**src/rtl/shift_sched_pkg.sv**
```systemverilog
// Shared constants, types and helper functions for the shift scheduler.
//
// Contents:
//   W, SW   - datapath width (48) and shift-amount width (6)
//   IDW     - default response tag width for the default NREQ=2 build
//   id_t    - default response tag type
//   clog2   - ceiling log2, used to size the tag from NREQ
//   lzc     - leading-zero count of a W-bit word (used when
//             SHIFT_SCHED_LZC_EN is defined); an all-zero word returns W
package shift_sched_pkg;

  localparam int W   = 48;
  localparam int SW  = 6;
  localparam int IDW = 1;

  typedef logic [IDW-1:0] id_t;

  function automatic int clog2(input int n);
    int r;
    r = 0;
    for (int i = 0; i < 31; i++) begin
      if ((1 << i) < n) r = i + 1;
    end
    return r;
  endfunction

  // Later (higher) set bits overwrite earlier ones, so the result is set
  // by the most significant one.
  function automatic logic [SW-1:0] lzc(input logic [W-1:0] d);
    logic [SW-1:0] n;
    n = SW'(W);
    for (int i = 0; i < W; i++) begin
      if (d[i]) n = SW'(W - 1 - i);
    end
    return n;
  endfunction

endpackage

```
**src/rtl/barrel_shl48.sv**
```systemverilog
// 48-bit logarithmic left barrel shifter, zero fill.
//
// Six cascaded conditional stages shift by 1, 2, 4, 8, 16 and 32. Amounts
// 48..63 push every bit out of the word, giving zero with no extra logic.
//
// Ports:
//   din   [47:0] operand
//   shamt [5:0]  left-shift amount
//   dout  [47:0] din << shamt
module barrel_shl48 (
  input  logic [47:0] din,
  input  logic [5:0]  shamt,
  output logic [47:0] dout
);

  logic [47:0] v;

  // NOTE: combinational logic uses blocking '=' and assigns every variable
  // before any conditional update, so no latch can be inferred.
  always_comb begin
    v = din;
    for (int s = 0; s < 6; s++) begin
      if (shamt[s]) v = v << (1 << s);
    end
    dout = v;
  end

endmodule

```
**src/rtl/shift_sched_rr_arb.sv**
```systemverilog
// Combinational round-robin arbiter.
//
// The search starts at ptr, wraps modulo NREQ and picks the first asserted
// request. grant_idx is the winner whenever any request is present; grant
// (one-hot) is raised only when advance is high, so the caller can gate the
// handshake without losing the index.
//
// Ports:
//   req       [NREQ-1:0] request vector
//   ptr       [IDW-1:0]  highest-priority requester this cycle
//   advance              permission to issue a grant
//   grant     [NREQ-1:0] one-hot grant or zero
//   grant_idx [IDW-1:0]  index of the selected requester
module shift_sched_rr_arb #(
  parameter int NREQ = 2,
  parameter int IDW  = 1
) (
  input  logic [NREQ-1:0] req,
  input  logic [IDW-1:0]  ptr,
  input  logic            advance,
  output logic [NREQ-1:0] grant,
  output logic [IDW-1:0]  grant_idx
);

  logic           found;
  logic [IDW-1:0] idx;
  int             sum;

  always_comb begin
    found     = 1'b0;
    grant_idx = '0;
    grant     = '0;
    idx       = '0;
    sum       = 0;
    for (int k = 0; k < NREQ; k++) begin
      sum = int'(ptr) + k;
      if (sum >= NREQ) sum = sum - NREQ;
      idx = IDW'(sum);
      if (!found && req[idx]) begin
        found     = 1'b1;
        grant_idx = idx;
      end
    end
    if (found && advance) grant[grant_idx] = 1'b1;
  end

endmodule

```
**src/rtl/shift_sched.sv**
```systemverilog
// Round-robin scheduler sharing one 48-bit left barrel shifter between
// NREQ requesters. Two-stage pipeline, one shift per cycle.
//
// Stage 1 registers the granted operand; the shifter sits between stage 1
// and stage 2; stage 2 drives the tagged response port.
//
// Build option: define SHIFT_SCHED_LZC_EN to honour req_norm (shift by the
// operand's leading-zero count and report it on out_lzc). Without it
// req_norm is ignored and out_lzc is always 0.
//
// Ports:
//   clk, rst                  clock, synchronous active-high reset
//   req_valid/req_ready[NREQ] per-requester handshake (ready one-hot or 0)
//   req_data [NREQ*W]         operands, requester i at [i*W +: W]
//   req_shamt[NREQ*SW]        left-shift amounts, packed the same way
//   req_norm [NREQ]           normalise request (LZC build only)
//   out_valid/out_ready       response handshake
//   out_data [W]              shifted result
//   out_id   [IDW]            originating requester
//   out_lzc  [SW]             shift amount applied by normalisation
module shift_sched #(
  parameter int NREQ = 2,
  parameter int W    = shift_sched_pkg::W,
  parameter int SW   = shift_sched_pkg::SW,
  parameter int IDW  = (shift_sched_pkg::clog2(NREQ) < 1) ? 1 : shift_sched_pkg::clog2(NREQ)
) (
  input  logic             clk,
  input  logic             rst,
  input  logic [NREQ-1:0]  req_valid,
  output logic [NREQ-1:0]  req_ready,
  input  logic [NREQ*W-1:0]  req_data,
  input  logic [NREQ*SW-1:0] req_shamt,
  input  logic [NREQ-1:0]  req_norm,
  output logic             out_valid,
  input  logic             out_ready,
  output logic [W-1:0]     out_data,
  output logic [IDW-1:0]   out_id,
  output logic [SW-1:0]    out_lzc
);

  import shift_sched_pkg::*;

  logic             s1_valid;
  logic [W-1:0]     s1_data;
  logic [SW-1:0]    s1_shamt;
  logic [IDW-1:0]   s1_id;
  logic [IDW-1:0]   rr_ptr;

  logic             s1_en, s2_en, xfer;
  logic [NREQ-1:0]  grant;
  logic [IDW-1:0]   grant_idx;
  logic [W-1:0]     sel_data;
  logic [SW-1:0]    sel_shamt;
  logic [SW-1:0]    s1_amt;
  logic [W-1:0]     shifted;
  logic [SW-1:0]    lzc_applied;

  assign s2_en = !out_valid || out_ready;
  assign s1_en = !s1_valid || s2_en;

  shift_sched_rr_arb #(.NREQ(NREQ), .IDW(IDW)) u_arb (
    .req       (req_valid),
    .ptr       (rr_ptr),
    .advance   (s1_en && !rst),
    .grant     (grant),
    .grant_idx (grant_idx)
  );

  assign req_ready = grant;
  assign xfer      = |grant;

  always_comb begin
    sel_data  = '0;
    sel_shamt = '0;
    for (int i = 0; i < NREQ; i++) begin
      if (grant_idx == IDW'(i)) begin
        sel_data  = req_data[i*W +: W];
        sel_shamt = req_shamt[i*SW +: SW];
      end
    end
  end

`ifdef SHIFT_SCHED_LZC_EN
  logic s1_norm;
  logic sel_norm;

  always_comb begin
    sel_norm = 1'b0;
    for (int i = 0; i < NREQ; i++) begin
      if (grant_idx == IDW'(i)) sel_norm = req_norm[i];
    end
  end

  always_ff @(posedge clk) begin
    if (s1_en && xfer) s1_norm <= sel_norm;
  end

  // The LZC lives between the stage-1 register and the shifter, so it
  // shares the stage-1 to stage-2 timing path and adds no latency.
  assign s1_amt      = s1_norm ? lzc(s1_data) : s1_shamt;
  assign lzc_applied = s1_amt;
`else
  logic unused_norm;
  assign unused_norm = ^req_norm;
  assign s1_amt      = s1_shamt;
  assign lzc_applied = '0;
`endif

  barrel_shl48 u_shl (
    .din   (s1_data),
    .shamt (s1_amt),
    .dout  (shifted)
  );

  // Stage 1 and arbitration pointer.
  // NOTE: sequential state uses non-blocking '<=' only; the payload
  // registers carry no reset because s1_valid qualifies them.
  always_ff @(posedge clk) begin
    if (rst) begin
      s1_valid <= 1'b0;
      rr_ptr   <= '0;
    end else if (s1_en) begin
      s1_valid <= xfer;
      if (xfer) begin
        rr_ptr <= (grant_idx == IDW'(NREQ - 1)) ? '0 : grant_idx + IDW'(1);
      end
    end
  end

  always_ff @(posedge clk) begin
    if (s1_en && xfer) begin
      s1_data  <= sel_data;
      s1_shamt <= sel_shamt;
      s1_id    <= grant_idx;
    end
  end

  // Stage 2: response register, held while the consumer stalls.
  always_ff @(posedge clk) begin
    if (rst) begin
      out_valid <= 1'b0;
      out_data  <= '0;
      out_id    <= '0;
      out_lzc   <= '0;
    end else if (s2_en) begin
      out_valid <= s1_valid;
      if (s1_valid) begin
        out_data <= shifted;
        out_id   <= s1_id;
        out_lzc  <= lzc_applied;
      end
    end
  end

endmodule

```
**config.mk**
```make
export PLATFORM = sky130hd
export DESIGN_NAME = shift_sched
export DESIGN_NICKNAME = d
export VERILOG_FILES = /design/src/rtl/shift_sched_pkg.sv /design/src/rtl/barrel_shl48.sv /design/src/rtl/shift_sched_rr_arb.sv /design/src/rtl/shift_sched.sv
export SDC_FILE = /design/constraint.sdc
export NUM_CORES = 1
export LEC_CHECK = 0
export ABC_AREA = 1
export CAP_MARGIN = 10
export CORE_MARGIN = 2
export CORE_UTILIZATION = 50
export DETAILED_ROUTE_END_ITERATION = 16
export PLACE_DENSITY = 0.85
export SYNTH_ARGS = -nofsm -noshare
export SYNTH_HDL_FRONTEND = slang
export SYNTH_SLANG_ARGS = --single-unit
```
**constraint.sdc**
```tcl
create_clock -name clk -period 10.1 [get_ports clk]
set_input_delay 2.02 -clock clk [delete_from_list [all_inputs] [get_ports clk]]
set_output_delay 2.02 -clock clk [all_outputs]
set_load 0.03 [all_outputs]
```
==> metrics.txt <==
DRT antenna net count 0; # hold bufs at CTS 0; Nets 1250; critical path's largest stage delay 0.71 ns; Synth Area per Inst 6.73 um^2; Worst Path Buf+Inv 5; distinct cell type count after synthesis 25; setup repair after global routing missed its margin false; initial antenna violation count 0; Port Buf Inserts 164; # diodes 0; Register Area 2690 um^2; Ports 173; largest net degree at the start of global routing 72; clk_lat worst skew 0.36 ns; Clock Path Buffers 2; Met3 Routed Length 1.60 mm; gr usage total 0.262; met1 wire length 8.82 mm; final WL 18.9 mm; Hold Path Class reg -> reg; CP top delay family buffers and inverters; Seq/Total Area, Yosys 0.388; Detailed Place HPWL 13.9 mm; # fillers 1275; Slew HR 0.282; vias in the first global route 6531; post-cts gate resize count 0; Peak VDD IR 85.3 uV; DR vias/cell 5.62; Hold Fails Final Rpt 0; Pwr Density 138 nW/um^2; row cnt 43; leakage 3.59 nW; P&R area growth vs syn 26.2%; Core Footprint 13700 um^2; Vias 7415; CTS Root Cell clkbuf_16; die area 14800 um^2; Die Height 122 um; Die Span X 122 um; crit path launch rst; Num CTS Buffers 9; critical path data arrival time 4.55 ns; CP Depth 7; Crit Reg-Reg Endpoint out_data[44]; multi-input logic area 3760 um^2; top layer in use met4; Final Non-Filler Cells 1320; flops & latches, synth 107; grt ovf 0; 1st-pass router iterations 6; final setup fails 0; status complete, no violations; cell area after synthesis 6940 um^2; met2 WL 8.16 mm; initial core utilization 0.506; placed cell count 1304; Critical R2R Launch s1_amt[0]; Setup TNS 0 ns; number of DRC markers in iteration 0 946; WS Path Type in -> out; max-cap viol count 0; Max FO, Critical Path 57; Placer Congestion 0.985; fin area 8760 um^2; postcts setup bufs 0; synth warn 0; Slew @ Worst Pin 1.08 ns; global-route wire length before repair 31.1 mm; DRC viols 0; Reg2Reg Depth 10; Final Skew 0.00876 ns; share of cells above drive strength 1 0.0465; CP cell instances clkdlybuf4s50_1 -> buf_4 -> nor3_2 -> buf_4 -> inv_1 -> nor2_1 -> clkdlybuf4s50_1; Cell Area, Placed 8440 um^2; worst setup path endpoint req_ready[1]; Hold Crit Depth 2; TritonCTS clock tree done; post-route clock period utilization 0.651; Synth Instances 1031; WL/cell 14.3 um; fmax 152 MHz; Worst Path Required 8.08 ns; Slew Limit Fails 0; clk sinks 107; CP max-delay cell clkdlybuf4s50_1; Worst Setup Start Kind input pin; Clk pin slew, worst setup/hold paths 0.07 ns; R2R setup slack 7.49 ns; endpoint type of the worst setup path output port; H-tree Lvls 3; Final min period 6.57 ns
cell families after synthesis:
group	Yosys count	synth area share
AOI/OAI and AO/OA	80	0.0617
buffers and inverters	99	0.0745
DFF	107	0.388
other	1	0.000540
and+or+nand+nor	744	0.475
registers in the layout (all words and copies together), names as in the netlist:
name       cells
out_data      48
s1_data       48
s1_amt         6
out_id         1
out_valid      1
rr_ptr         1
s1_id          1
s1_valid       1
cell usage in the layout, fill, tap and decap left out, drive strengths merged:
cell	count
nor2	16
buf	9
inv	17
clkdlybuf4s50	164
edfxtp	55
nand4	10
conb	6
o211ai	7
clkinv	2
a211oi	1
o21ai	4
dfxtp	52
nand3	322
bufinv	2
nor3	1
a21oi	68
clkbuf	9
nand2	395
stage by stage:
step / utilization / worst slack [ns] / hold WS (ns) / total power [mW]
6_report: 0.638 / 3.53 / 0.464 / 1.21
5_1_grt: 0.638 / 3.34 / 0.483 / 1.27
4_1_cts: 0.638 / 3.50 / 0.466 / 1.21
3_5_place_dp: 0.615 / 3.50 / 0.455 / 0.836
3_3_place_gp: 0.615 / 3.57 / 0.453 / 0.832
2_1_floorplan: - / 1.03 / 0.444 / 0.736
synth_stat cells, drive strengths merged:
library cell / n / area (um^2)
a211oi: 1 / 7.51
a21oi: 68 / 348
buf: 62 / 378
clkbuf: 23 / 86.3
conb: 1 / 3.75
dfxtp: 52 / 1040
edfxtp: 55 / 1650
inv: 14 / 52.6
nand2: 395 / 1500
nand3: 322 / 1670
nand4: 10 / 62.6
nor2: 16 / 65.1
nor3: 1 / 5.00
o211ai: 7 / 52.6
o21ai: 4 / 20.0
worst min path at each step:
stage | start | to | slack, ns
2_1_floorplan | rr_ptr | rr_ptr | 0.44
3_3_place_gp | out_data[31] | out_data[31] | 0.45
3_5_place_dp | out_data[19] | out_data[19] | 0.46
4_1_cts | out_data[19] | out_data[19] | 0.47
5_1_grt | out_data[6] | out_data[6] | 0.48
6_report | out_data[19] | out_data[19] | 0.46
worst reg2reg max path, delay by kind of cell (launching register included):
family                 cells  cell delay, ns
DFF                        1            0.36
AOI/OAI and AO/OA          2            0.32
and+or+nand+nor            6            0.93
buffers and inverters      2            0.94
layer usage:
layer,vias to the layer above,track usage
met1,3312,0.390
li1,3699,-
met4,0,0.0783
met3,34,0.0515
met2,370,0.383
met5,-,0
layout make-up:
type                            instances  share of cell area
Timing Repair Buffer                  173               0.195
Multi-Input combinational cell        830               0.429
Clock inverter                          7              0.0111
Inverter                               14             0.00600
Clock buffer                            9              0.0257
Sequential cell                       107               0.307
Tap cell                              180              0.0257
where the power goes:
part	switching (mW)	internal, mW
registers	0.0161	0.487
clock network	0.161	0.219
logic	0.206	0.123
Note: power is estimated with default switching activity, not from simulation.
